===== src/rtl/mux13_pkg.sv =====
// Shared constants and types for the 3-source round-robin mux arbiter.
// The package holds the data width, the immediate pad, the select codes and the slot state encoding.
package mux13_pkg;

  localparam int NBITS = 8;
  localparam logic [4:0] IMM_PAD = 5'b11111;

  localparam logic [1:0] SEL_SRC0 = 2'b00;
  localparam logic [1:0] SEL_SRC1 = 2'b01;
  localparam logic [1:0] SEL_SRC2 = 2'b10;

  typedef logic [0:0] state_t;
  localparam state_t EMPTY = 1'b0;
  localparam state_t FULL  = 1'b1;

endpackage


===== src/rtl/mux13_rr_arbiter_pick.sv =====
// Combinational circular priority picker for three requesters.
// The scan starts one position after the last winner and wraps around.
module rr_pick3
  import mux13_pkg::*;
(
  input  logic [2:0] req,
  input  logic [1:0] last,
  output logic [2:0] gnt,
  output logic [1:0] idx
);

  always_comb begin
    idx = SEL_SRC0;
    gnt = 3'b000;
    case (last)
      2'd0: begin
        if (req[1])      idx = SEL_SRC1;
        else if (req[2]) idx = SEL_SRC2;
        else             idx = SEL_SRC0;
      end
      2'd1: begin
        if (req[2])      idx = SEL_SRC2;
        else if (req[0]) idx = SEL_SRC0;
        else             idx = SEL_SRC1;
      end
      default: begin
        if (req[0])      idx = SEL_SRC0;
        else if (req[1]) idx = SEL_SRC1;
        else             idx = SEL_SRC2;
      end
    endcase
    // A lone requester falls through to the final branch, so it is never blocked by last.
    if (|req) gnt = 3'(3'b001 << idx);
  end

endmodule


===== src/rtl/mux13_rr_arbiter.sv =====
// Round-robin arbiter feeding one registered output slot with a valid/ready handshake.
// Source 2 carries a short immediate that is padded with ones up to the full word width.
module mux13_rr_arbiter #(
  parameter int         NBITS    = 8,
  parameter logic [1:0] RST_LAST = 2'd2
) (
  input  logic             clk,
  input  logic             rst,
  input  logic             en,
  input  logic [2:0]       req,
  input  logic [NBITS-1:0] di0,
  input  logic [NBITS-1:0] di1,
  input  logic [NBITS-6:0] di2,
  output logic [2:0]       gnt,
  output logic             out_valid,
  input  logic             out_ready,
  output logic [NBITS-1:0] out_data,
  output logic [1:0]       out_sel
);
  import mux13_pkg::*;

  state_t           state;
  logic [1:0]       last;
  logic [2:0]       pick_gnt;
  logic [1:0]       pick_idx;
  logic             free;
  logic             grant;
  logic [NBITS-1:0] next_data;

  rr_pick3 u_pick (
    .req  (req),
    .last (last),
    .gnt  (pick_gnt),
    .idx  (pick_idx)
  );

  assign out_valid = (state == FULL);
  assign free      = (state == EMPTY) || (out_valid && out_ready);
  // Reset gates the grant so that no pulse escapes while the slot is being cleared.
  assign grant     = !rst && en && free && (|req);
  assign gnt       = grant ? pick_gnt : 3'b000;

  always_comb begin
    next_data = di0;
    case (pick_idx)
      SEL_SRC1: next_data = di1;
      SEL_SRC2: next_data = {IMM_PAD, di2};
      default:  next_data = di0;
    endcase
  end

  always_ff @(posedge clk or posedge rst) begin
    if (rst) begin
      state    <= EMPTY;
      out_data <= '0;
      out_sel  <= SEL_SRC0;
      last     <= RST_LAST;
    end else if (grant) begin
      state    <= FULL;
      out_data <= next_data;
      out_sel  <= pick_idx;
      last     <= pick_idx;
    end else if (out_valid && out_ready) begin
      state    <= EMPTY;
    end
  end

endmodule


===== config.mk =====
export PLATFORM = sky130hd
export DESIGN_NAME = mux13_rr_arbiter
export DESIGN_NICKNAME = d
export VERILOG_FILES = /design/src/rtl/mux13_pkg.sv /design/src/rtl/mux13_rr_arbiter_pick.sv /design/src/rtl/mux13_rr_arbiter.sv
export SDC_FILE = /design/constraint.sdc
export NUM_CORES = 1
export LEC_CHECK = 0
export CORE_MARGIN = 4
export CORE_UTILIZATION = 39
export CTS_BUF_LIST = sky130_fd_sc_hd__clkbuf_16
export CTS_CLUSTER_DIAMETER = 120
export CTS_CLUSTER_SIZE = 14
export DETAILED_ROUTE_END_ITERATION = 10
export PLACE_DENSITY = 0.9
export SLEW_MARGIN = 20
export SYNTH_ARGS = -nofsm -noshare
export SYNTH_HDL_FRONTEND = slang
export SYNTH_SLANG_ARGS = --single-unit

===== constraint.sdc =====
create_clock -name clk -period 2.4 [get_ports clk]
set_clock_uncertainty 0.05 [all_clocks]
set_input_delay 0.6 -clock clk [delete_from_list [all_inputs] [get_ports clk]]
set_output_delay 0.6 -clock clk [all_outputs]
set_load 0.02 [all_outputs]

==> run summary <==
status = finished with violations
violated checks = negative setup slack
clock share of power = 19.4%
IO Count = 40
DRC = 0
CTS Buf Count = 3
CP endpoint kind = output pin
Yosys top cell by area = dfrtp_1
worst path required time = 1.75 ns
initial antenna violation count = 0
met2 global-route usage = 39.67%
Logic pwr share = 59.1%
final hold slack = 0.4535 ns
Die Height = 52.71 um
via-per-instance ratio = 5.331
GRT Max-Usage Layer = met2
sw frac = 36.53%
Int Power = 1.032 mW
Yosys cell types = 27
ANT cells = 0
max_cap viols = 0
Initial Utilization = 43.26%
Die Area = 0.002778 mm^2
vias in the first global route = 915
Worst-path clk slew = 0.05 ns
Hold WC Path Type = reg -> reg
clock root buffer master = clkbuf_16
final setup fails = 1
met1 usage = 22.55%
net load switching power = 0.5942 mW
fmax = 416.7 MHz
Setup Crit Path Kind = reg -> out
syn nets = 107
CTS Sinks = 12
commonest cells in the netlist = 11 x dfrtp_1, 9 x nand2_1, 9 x o21ai_0
Worst EP arrival = 1.75 ns
CP max stage delay = 0.54 ns
Slowest-stage cell, CP = dfstp_2
GRT Residual Overflow = 0
met3 Use GR = 7.692%
Antenna Nets Post-Route = 0
DR pass1 iterations = 5
unrepaired setup endpoints after global routing = yes
post-synth top area share = 35.31%
Least-Margin Pin Slew = 0.5198 ns
largest cells by area after synthesis = dfrtp_1 35%, mux2_2 7.2%, ha_1 6.4%, o21ai_0 5.8%, mux2_4 5.8%
gpl congestion = 0.7355
HPWL Detailed = 1.971 mm
area of the multi-input gates = 491.7 um^2
number of flops mapped to enable cells by yosys = 0
Max Buffers Root-to-Sink = 2
cell with the most instances after synthesis = dfrtp_1
P&R area growth vs syn = 91.97%
mean post-synth cell area = 10.12 um^2
Final Core Density = 83.06%
Crit path max-delay family = flip-flops
worst-path fanout max = 4
# rows = 15
Gate Count Post-Synth = 77
leakage = 0.6773 nW
clk_lat worst skew = 0.24 ns
part of the power in registers = 21.6%
placed cell areas = 0.001287 mm^2
CP bufs+invs = 3
largest net degree at the start of global routing = 17
H-tree levels = 1
mapped cell area = 779.5 um^2
WL final = 3.125 mm
routed len/inst = 18.83 um
cell mode on critical path = buf_6
nets = 172
Fillers = 91
Worst slew margin = 65.31%
Pwr Total = 1.626 mW
final-report max-slew violation count = 0
DRT iter0 DRCs = 23
Power Density = 1087 mW/mm^2
number of synthesized register bits = 12
Synth Warn # = 0
share of cells above drive strength 1 = 45.39%
Seq. cell area = 301.5 um^2
Post-synth ARST share = 100.0%
Finished Cell Area = 0.001496 mm^2
DR vias = 885
maximum vdd ir drop = 0.9892 mV
setup ws final = -0.00006162 ns
endpoints failing hold = 0
Top FF cell, synth = dfrtp_1
Final period util = 100.0%
Core Box Area = 0.001802 mm^2
first-pass GRT wire length = 4.409 mm
DIE WIDTH = 52.71 um
CTS tree = done
cts hold-fix bufs = 0
Seq/Total Area, Yosys = 38.68%
type of origin of the critical path = register
CP Cell Sequence = buf_6, nand2b_4, o32a_1, inv_2, ha_4, and2_4, buf_6
overall routing resource usage = 23.04%
PortBufs = 39
min cycle time layout = 2.400 ns
-- final cells by class --
class	instances	share of cell area (%)
repair buffers	64	38.13
well taps	25	2.090
multi-input cells	55	32.86
flip-flops and latches	12	20.15
inverters	6	1.505
clock inverters	1	0.2508
clock buffers	3	5.017
-- per-layer routing --
metal / wire length [um] / share of wire [%]
met3: 249 / 8.0
met1: 1141 / 37
met4: 233 / 7.5
met5: 0 / 0
met2: 1500 / 48
-- final timing paths --
| kind | startpoint | endpoint | slack, ns | depth (start not counted) |
|---|---|---|---|---|
| worst max-delay path | last[1]$_DFFE_PP1P_ | gnt[2] | -0.00006 | 7 |
| worst min-delay path | out_data[5]$_DFFE_PP0P_ | out_data[5]$_DFFE_PP0P_ | 0.45 | 1 |
| worst max register to register | last[1]$_DFFE_PP1P_ | out_data[5]$_DFFE_PP0P_ | 0.07 | 11 |
| worst min register to register | out_data[5]$_DFFE_PP0P_ | out_data[5]$_DFFE_PP0P_ | 0.45 | 1 |
| max in group asynchronous | rst | last[1]$_DFFE_PP1P_ | 1.29 | 3 |
| min in group asynchronous | rst | out_data[1]$_DFFE_PP0P_ | 0.65 | 3 |
-- placed cells by master, fill, tap and decap left out, drive strengths merged, types with 2 or more instances in the layout --
| master | Yosys | final |
|---|---|---|
| mux2i | 2 | 2 |
| nand2 | 9 | 9 |
| inv | 6 | 6 |
| ha | 4 | 4 |
| dlygate4sd2 | 0 | 3 |
| o21ai | 9 | 9 |
| clkdlybuf4s50 | 0 | 30 |
| mux2 | 8 | 8 |
| and2 | 4 | 4 |
| buf | 2 | 31 |
| a21oi | 5 | 5 |
| dfrtp | 11 | 11 |
| clkbuf | 2 | 3 |
| a22oi | 3 | 3 |
| nor2b | 2 | 2 |
-- registers in the layout (all words and copies together) (netlist names) --
register,cells
last,1
out_data,8
out_valid,1
out_sel,2
-- power groups by stage --
stage / clock network (mW) / logic, mW / registers [mW]
2_1_floorplan: 0 / 0.330 / 0.438
3_3_place_gp: 0 / 0.753 / 0.340
3_5_place_dp: 0 / 0.783 / 0.346
4_1_cts: 0.317 / 0.875 / 0.346
5_1_grt: 0.331 / 1.03 / 0.362
6_report: 0.315 / 0.961 / 0.351
-- logic make-up (layout without fill, tap and decap cells) --
group	Yosys count	in the layout	synth area share, %
adder cells (fa/ha/maj)	4	4	6.421
buffers and inverters	10	74	6.260
AO/OA/AOI/OAI	20	20	15.41
AND/OR/NAND/NOR	21	21	17.66
multiplexers	10	10	15.57
flip-flops	12	12	38.68
-- repair_timing --
action                                  4_1_cts  5_1_grt
setup buffers                                 7        3
endpoints found under the setup margin       11        8
gates resized for setup                      44       12
pin swaps                                     8        5
-- per-stage QoR --
step                      instances     TNS [ns]  setup slack [ns]
final                           166  -0.00006162       -0.00006162
after global routing            166      -0.1284          -0.06154
after CTS                       163            0           0.01122
after detailed placement        152       -5.587           -0.8981
after global placement          152       -4.752           -0.7781
after floorplan                  77            0            0.1372
Note: power is estimated with default switching activity, not from simulation.
